===== src/rtl/host_mist_console_fifo.sv =====
// Byte FIFO behind the console UART receiver: one write per rising edge of the receiver strobe, one pop per rd_req.
// Optional macro CONSOLE_LINE_EN adds a count of buffered 0x0A bytes and the line_ready output.
module host_mist_console_fifo #(
  parameter int DEPTH_LOG2 = 4
) (
  input  logic                  clk,
  input  logic                  reset,
  input  logic [7:0]            in_data,
  input  logic                  in_strobe,
  input  logic                  rd_req,
  output logic [7:0]            rd_data,
  output logic                  rd_valid,
  output logic                  empty,
  output logic                  full,
  output logic [DEPTH_LOG2:0]   count,
  output logic                  overflow,
  input  logic                  ovf_clr
`ifdef CONSOLE_LINE_EN
  ,
  output logic                  line_ready
`endif
);

  localparam int                    DEPTH     = 1 << DEPTH_LOG2;
  localparam logic [DEPTH_LOG2-1:0] PTR_ONE   = 1;
  localparam logic [DEPTH_LOG2:0]   CNT_ONE   = 1;
  localparam logic [DEPTH_LOG2:0]   CNT_ZERO  = 0;
  localparam logic [DEPTH_LOG2:0]   CNT_DEPTH = (DEPTH_LOG2+1)'(DEPTH);

  // Handshake: rd_req is a request with no ready back; a pop is taken only when
  // empty=0 in that cycle, and its byte appears on rd_data with a one-cycle
  // rd_valid pulse on the following cycle. rd_req while empty is silently dropped.

  logic [7:0]            mem [DEPTH];
  logic [DEPTH_LOG2-1:0] wr_ptr;
  logic [DEPTH_LOG2-1:0] rd_ptr;
  logic                  strobe_d;
  logic                  wr_ev;
  logic                  rd_ev;
  logic                  wr_acc;
  logic                  wr_drop;
  logic [7:0]            rd_byte;
  logic [DEPTH_LOG2:0]   count_next;

  assign wr_ev   = in_strobe & ~strobe_d;
  assign rd_ev   = rd_req & ~empty;
  // A pop in the same cycle frees the slot, so a write into a full FIFO still lands.
  assign wr_acc  = wr_ev & (~full | rd_ev);
  assign wr_drop = wr_ev & full & ~rd_ev;
  assign rd_byte = mem[rd_ptr];

  always_comb begin
    count_next = count;
    if (wr_acc && !rd_ev) begin
      count_next = count + CNT_ONE;
    end else if (rd_ev && !wr_acc) begin
      count_next = count - CNT_ONE;
    end
  end

  // Storage carries no reset; stale contents are unreachable once pointers are zeroed.
  always_ff @(posedge clk) begin
    if (wr_acc && !reset) begin
      mem[wr_ptr] <= in_data;
    end
  end

  always_ff @(posedge clk) begin
    if (reset) begin
      strobe_d <= 1'b1;
      wr_ptr   <= '0;
      rd_ptr   <= '0;
      count    <= '0;
      empty    <= 1'b1;
      full     <= 1'b0;
      rd_data  <= 8'h00;
      rd_valid <= 1'b0;
      overflow <= 1'b0;
    end else begin
      strobe_d <= in_strobe;
      rd_valid <= rd_ev;
      if (wr_acc) begin
        wr_ptr <= wr_ptr + PTR_ONE;
      end
      if (rd_ev) begin
        rd_ptr  <= rd_ptr + PTR_ONE;
        rd_data <= rd_byte;
      end
      count <= count_next;
      empty <= (count_next == CNT_ZERO);
      full  <= (count_next == CNT_DEPTH);
      if (ovf_clr) begin
        overflow <= 1'b0;
      end else if (wr_drop) begin
        overflow <= 1'b1;
      end
    end
  end

`ifdef CONSOLE_LINE_EN
  logic [DEPTH_LOG2:0] lines;
  logic [DEPTH_LOG2:0] lines_next;
  logic                wr_nl;
  logic                rd_nl;

  assign wr_nl = wr_acc & (in_data == 8'h0A);
  assign rd_nl = rd_ev & (rd_byte == 8'h0A);

  always_comb begin
    lines_next = lines;
    if (wr_nl && !rd_nl) begin
      lines_next = lines + CNT_ONE;
    end else if (rd_nl && !wr_nl) begin
      lines_next = lines - CNT_ONE;
    end
  end

  always_ff @(posedge clk) begin
    if (reset) begin
      lines      <= '0;
      line_ready <= 1'b0;
    end else begin
      lines      <= lines_next;
      line_ready <= (lines_next != CNT_ZERO);
    end
  end
`endif

endmodule


===== config.mk =====
export PLATFORM = sky130hd
export DESIGN_NAME = host_mist_console_fifo
export DESIGN_NICKNAME = d
export VERILOG_FILES = /design/src/rtl/host_mist_console_fifo.sv
export SDC_FILE = /design/constraint.sdc
export NUM_CORES = 1
export LEC_CHECK = 0
export BUFFER_PORTS_ARGS = -buffer_cell sky130_fd_sc_hd__buf_2
export CAP_MARGIN = 20
export CORE_AREA = 3 3 105 107
export CTS_CLUSTER_DIAMETER = 30
export DETAILED_ROUTE_END_ITERATION = 6
export DIE_AREA = 0 0 108 110
export GPL_TIMING_DRIVEN = 0
export PLACE_DENSITY = 0.77
export SYNTH_ARGS = -nofsm -noshare
export SYNTH_HDL_FRONTEND = slang
export SYNTH_SLANG_ARGS = --single-unit

===== constraint.sdc =====
create_clock -name clk -period 6.86 [get_ports clk]
set_input_delay 2.058 -clock clk [delete_from_list [all_inputs] [get_ports clk]]
set_output_delay 2.058 -clock clk [all_outputs]
set_load 0.01 [all_outputs]

Word level (Yosys, flattened, before mapping)
Memories as Yosys holds them, arrays and structs flattened. A register that Yosys moved wholly into a read port is not among the register bits.
Index checks and enable logic that the tools add are counted.

cells by class
  add/sub/neg operators = 4
  equality and inequality tests = 1
  muxes and demuxes = 4
  bitwise logic cells = 10
  reduce and logical (&&, ||, !) cells = 8

operator list
  cell                   number
  $mux W5                2
  $add A4 B1 Y4 const B  2
  $add A5 B1 Y5 const B  1
  $and A1 B1 Y1          5
  $eq A5 B5 Y1 const B   1
  $logic_not A5 Y1       1
  $sub A5 B1 Y5 const B  1
  $not A1 Y1             4
  $logic_and A1 B1 Y1    3
  $logic_not A1 Y1       3
  $mux W1                2
  $reduce_or A2 Y1       1
  $or A1 B1 Y1           1

storage, ports and cells
  bits in registers = 18
  memory bits (writable) = 128
  input bits = 13
  output and inout bits = 17
  memories kept = 1

memory list
  name  depth  width  read ports  clocked after memory_dff  write ports  line  source
  mem   16     8      1           1                         1            34    logic [7:0] mem [DEPTH];

Longest topological paths before layout
  depth after elaboration = 9
  mapped depth = 8
  depth with buffers taken out = 7

Worst setup path after synthesis
No wires, ideal clock.

  path kind = input-to-reg
  start = input port in_strobe
  end = memory mem[0][0] (enable)
  setup time = 383 ps
  data arrival time = 3491 ps
  required time = 6477 ps
  setup slack = 2986 ps
  stages on the path = 5
  buffers on the path = 0
  cell sequence = nand2b_1 -> a21oi_1 -> nor2b_1 -> nand2_1 -> nor3_1

between the ends
  word-level cells in the longest chain between the ends = 5

ends and longest elaborated chain
  element                        line  source
  start: declaration             9     input logic in_strobe,
  $and A1 B1 Y1                  45    assign wr_ev = in_strobe & ~strobe_d;
  $and A1 B1 Y1                  48    assign wr_acc = wr_ev & (~full | rd_ev);
  $logic_and A1 B1 Y1            63    if (wr_acc && !reset) begin
  $mux W1                        63
  $mux W1 (not written as such)  64    mem[wr_ptr] <= in_data;
  end: declaration               34

No other way between the ends.

Final worst setup path
  start = input port in_strobe
  end = memory mem[3][5] (enable)

The elaborated chain is that of the path after synthesis.

==> flow_summary_export.csv <==
group,metric,value,unit
place,placed_area,0.006420,mm^2
global_route,grt_usage,22.40,%
sta,finalSetupViolations,0,
cts,clk_pin_slew_worst_paths,0.06,ns
cts,cts_buffer_depth,2,
cts,h-tree-depth,4,
setup_path,required,7.09,ns
pwr,power_per_cell_area,324.2,mW/mm^2
finish,layout.nets,420,
setup_path,crit_arrival,4.17,ns
sta,timing.setup.tns,0,ns
place,gp_congestion,0.8436,
setup_path,setup.worst_path.class,"input pin to flip-flop",
setup_path,cp-end-kind,"flip-flop",
sta,skew,0.01082,ns
synthesis,synth_cells,349,
drt,drc_errors,0,
job,drv_cap,0,
pwr,ir_drop,0.2088,mV
drt,wl,12370,um
cts,cts_hold_buf,0,
global_route,grt_pass1_wl,18690,um
drt,drt_iter0_drc,285,
sta,finalCritPeriodShare,57.45,%
cts,post_cts_buffers,0,
global_route,grt_pass1_vias,3310,
finish,syn_to_final_growth,15.17,%
drt,drt_first_pass_iters,5,
drt,vias_per_cell,6.089,
cts,cts_tree,"yes",
sta,max_freq,0.2537,GHz
floorplanning,fp.dieArea,0.01188,mm^2
sta,whs,0.4920,ns
sta,slew_headroom,43.17,%
sta,final_max_slew_viol_count,0,
drt,vias,3343,
cts,cts_num_sinks,154,
setup_path,slowest_stage,"nor3_1",
floorplanning,core_area,0.01023,mm^2
sta,rsz0062_at_grt,"false",
finish,diodes,0,
worst_hold_path,hp-class,"flip-flop to flip-flop",
cts,root_buffer,"clkbuf_8",
setup_path,cp_max_fo,7,
setup_path,worstSetupStartpointType,"input pin",
floorplanning,start_util,59.50,%
synthesis,yosys_warnings,0,
floorplanning,rows,37,
cts,numCtsBuffers,17,
setup_path,cp_cell_sequence,"buf_2, nand2b_1, a21oi_1, nor2b_1, nand2_1, nor3_1, buf_4",
sta,finalCriticalPeriod,3.941,ns
synthesis,ys_ff_latch,154,
sta,hold_viol,0,
drt,wl_per_cell,22.52,um
run_status,status,"complete, no violations",
finish,drive_gt1_share,24.46,%
synthesis,syn_nets,369,
sta,worstMarginPinSlew,0.8493,ns
place,hpwl,7730,um
floorplanning,die_x,108,um
synthesis,synth_cell_type_count,37,
cts,cts_resized,0,
place,io_buffers,28,
drt,ant_nets,0,
setup_path,max_stage_delay,0.57,ns
global_route,overflow,0,
pwr,p_leak,2.388,nW
finish,stdcell_area,0.007010,mm^2
cts,clk_latency,0.52,ns
floorplanning,io_pins,30,
synthesis,syn_area,0.006087,mm^2
synthesis,synth_area_per_cell,17.44,um^2
synthesis,ys_seq_area_share,71.70,%
global_route,antenna_found_initial,0,
global_route,grt_max_degree,17,
floorplanning,dieHeight,110,um
-- cell type report --
class	count	area (um^2)
Sequential cell	154	4364
Fill cell	666	3221
Multi-Input combinational cell	170	1562
Clock buffer	21	439.2
Timing Repair Buffer	32	170.2
Tap cell	136	170.2
Clock inverter	11	143.9
Buffer	20	142.6
Inverter	5	18.77
-- synthesized netlist by cell type (all sizes together) --
library cell   number  area, um^2
a41o                1       10.01
or2                 1       6.260
clkbuf              4       18.77
a21oi              20       100.1
nor3                7       35.03
a31oi               1       6.260
mux2i               2       20.02
and2b               1       7.510
o2bb2ai             1       8.760
xnor2               3       26.28
xor2                6       52.55
o21ai               3       15.01
ha                  7       87.58
and3                1       6.260
nand2              10       37.54
nor2               40       150.1
buf                14       103.8
clkdlybuf4s25       2       20.02
and2                2       12.52
nor4                1       6.260
nand3               1       5.000
edfxtp            128        3844
inv                 5       18.77
a22oi              18       135.1
dfxtp              26       520.5
mux4               32       754.5
a21o                1       7.510
and4                1       8.760
nor2b               4       25.02
nand4               2       12.51
nand2b              4       25.02
-- worst paths after layout --
check          endpoint  slack (ns)  startpoint  depth (start not counted)
max           mem[3][5]        2.92   in_strobe                          7
min reg2reg  rd_data[4]        0.49  rd_data[4]                          2
max reg2reg   mem[3][5]        4.17    strobe_d                          6
min          rd_data[4]        0.49  rd_data[4]                          2
-- state kept, by name, indices dropped and copies added, names as in the netlist --
register / cells
count: 5
full: 1
wr_ptr: 4
overflow: 1
rd_data: 8
empty: 1
strobe_d: 1
mem: 128
rd_ptr: 4
rd_valid: 1
-- kinds of logic after synthesis --
| group | count (synthesis) | synth area share, % |
|---|---|---|
| mux | 34 | 12.72 |
| simple gates | 75 | 5.550 |
| compound gates | 45 | 4.646 |
| xor+xnor | 9 | 1.295 |
| flops | 154 | 71.70 |
| fa+ha+maj | 7 | 1.439 |
| buf+inv | 25 | 2.652 |
-- critical path, delay by kind of cell --
family	cells	cell delay (ns)
simple gates	4	1.30
compound gates	1	0.46
buf+inv	2	0.35
-- cells in the final DEF, fill, tap and decap left out, types with 2 or more instances in the layout --
cell type	n
clkbuf_16	16
clkinv_2	4
o21ai_0	3
buf_2	33
mux2i_1	2
clkinv_4	2
a22oi_1	18
clkdlybuf4s25_2	2
nand2b_1	4
edfxtp_1	128
dfxtp_1	26
xor2_1	6
nor3_1	7
clkbuf_8	2
bufinv_16	3
buf_6	4
clkbuf_1	6
nand2_1	10
xnor2_1	3
mux4_2	23
a21oi_1	20
buf_4	7
mux4_1	9
nand4_1	2
ha_1	7
inv_1	5
clkbuf_4	2
nor2b_1	4
nor2_1	40
-- metrics by stage --
| step | cells | setup slack, ns | power, mW | utilization [%] |
|---|---|---|---|---|
| floorplan | 349 | 2.986 | 1.280 | - |
| detailed placement | 516 | 2.307 | 1.368 | 62.75 |
| global placement | 513 | 2.278 | 1.359 | 62.53 |
| global route | 549 | 2.813 | 2.355 | 68.52 |
| finish | 549 | 2.919 | 2.273 | 68.52 |
| CTS | 548 | 2.813 | 2.280 | 68.45 |
-- metal layers --
metal	vias to the layer above	track usage, %	routed length [um]
met2	139	35.97	6348
met3	21	5.242	882
met1	1708	29.74	4864
li1	1475	-	-
met5	-	0	0
met4	0	9.919	269
-- power by group --
group          internal (mW)  leakage [nW]  switching, mW  total, mW
clock network          0.564         0.286          0.356      0.920
logic                  0.138         0.739          0.157      0.295
registers               1.04          1.36         0.0219       1.06
total                   1.74          2.39          0.535       2.27
No activity file was read; power rests on OpenSTA's default activity.
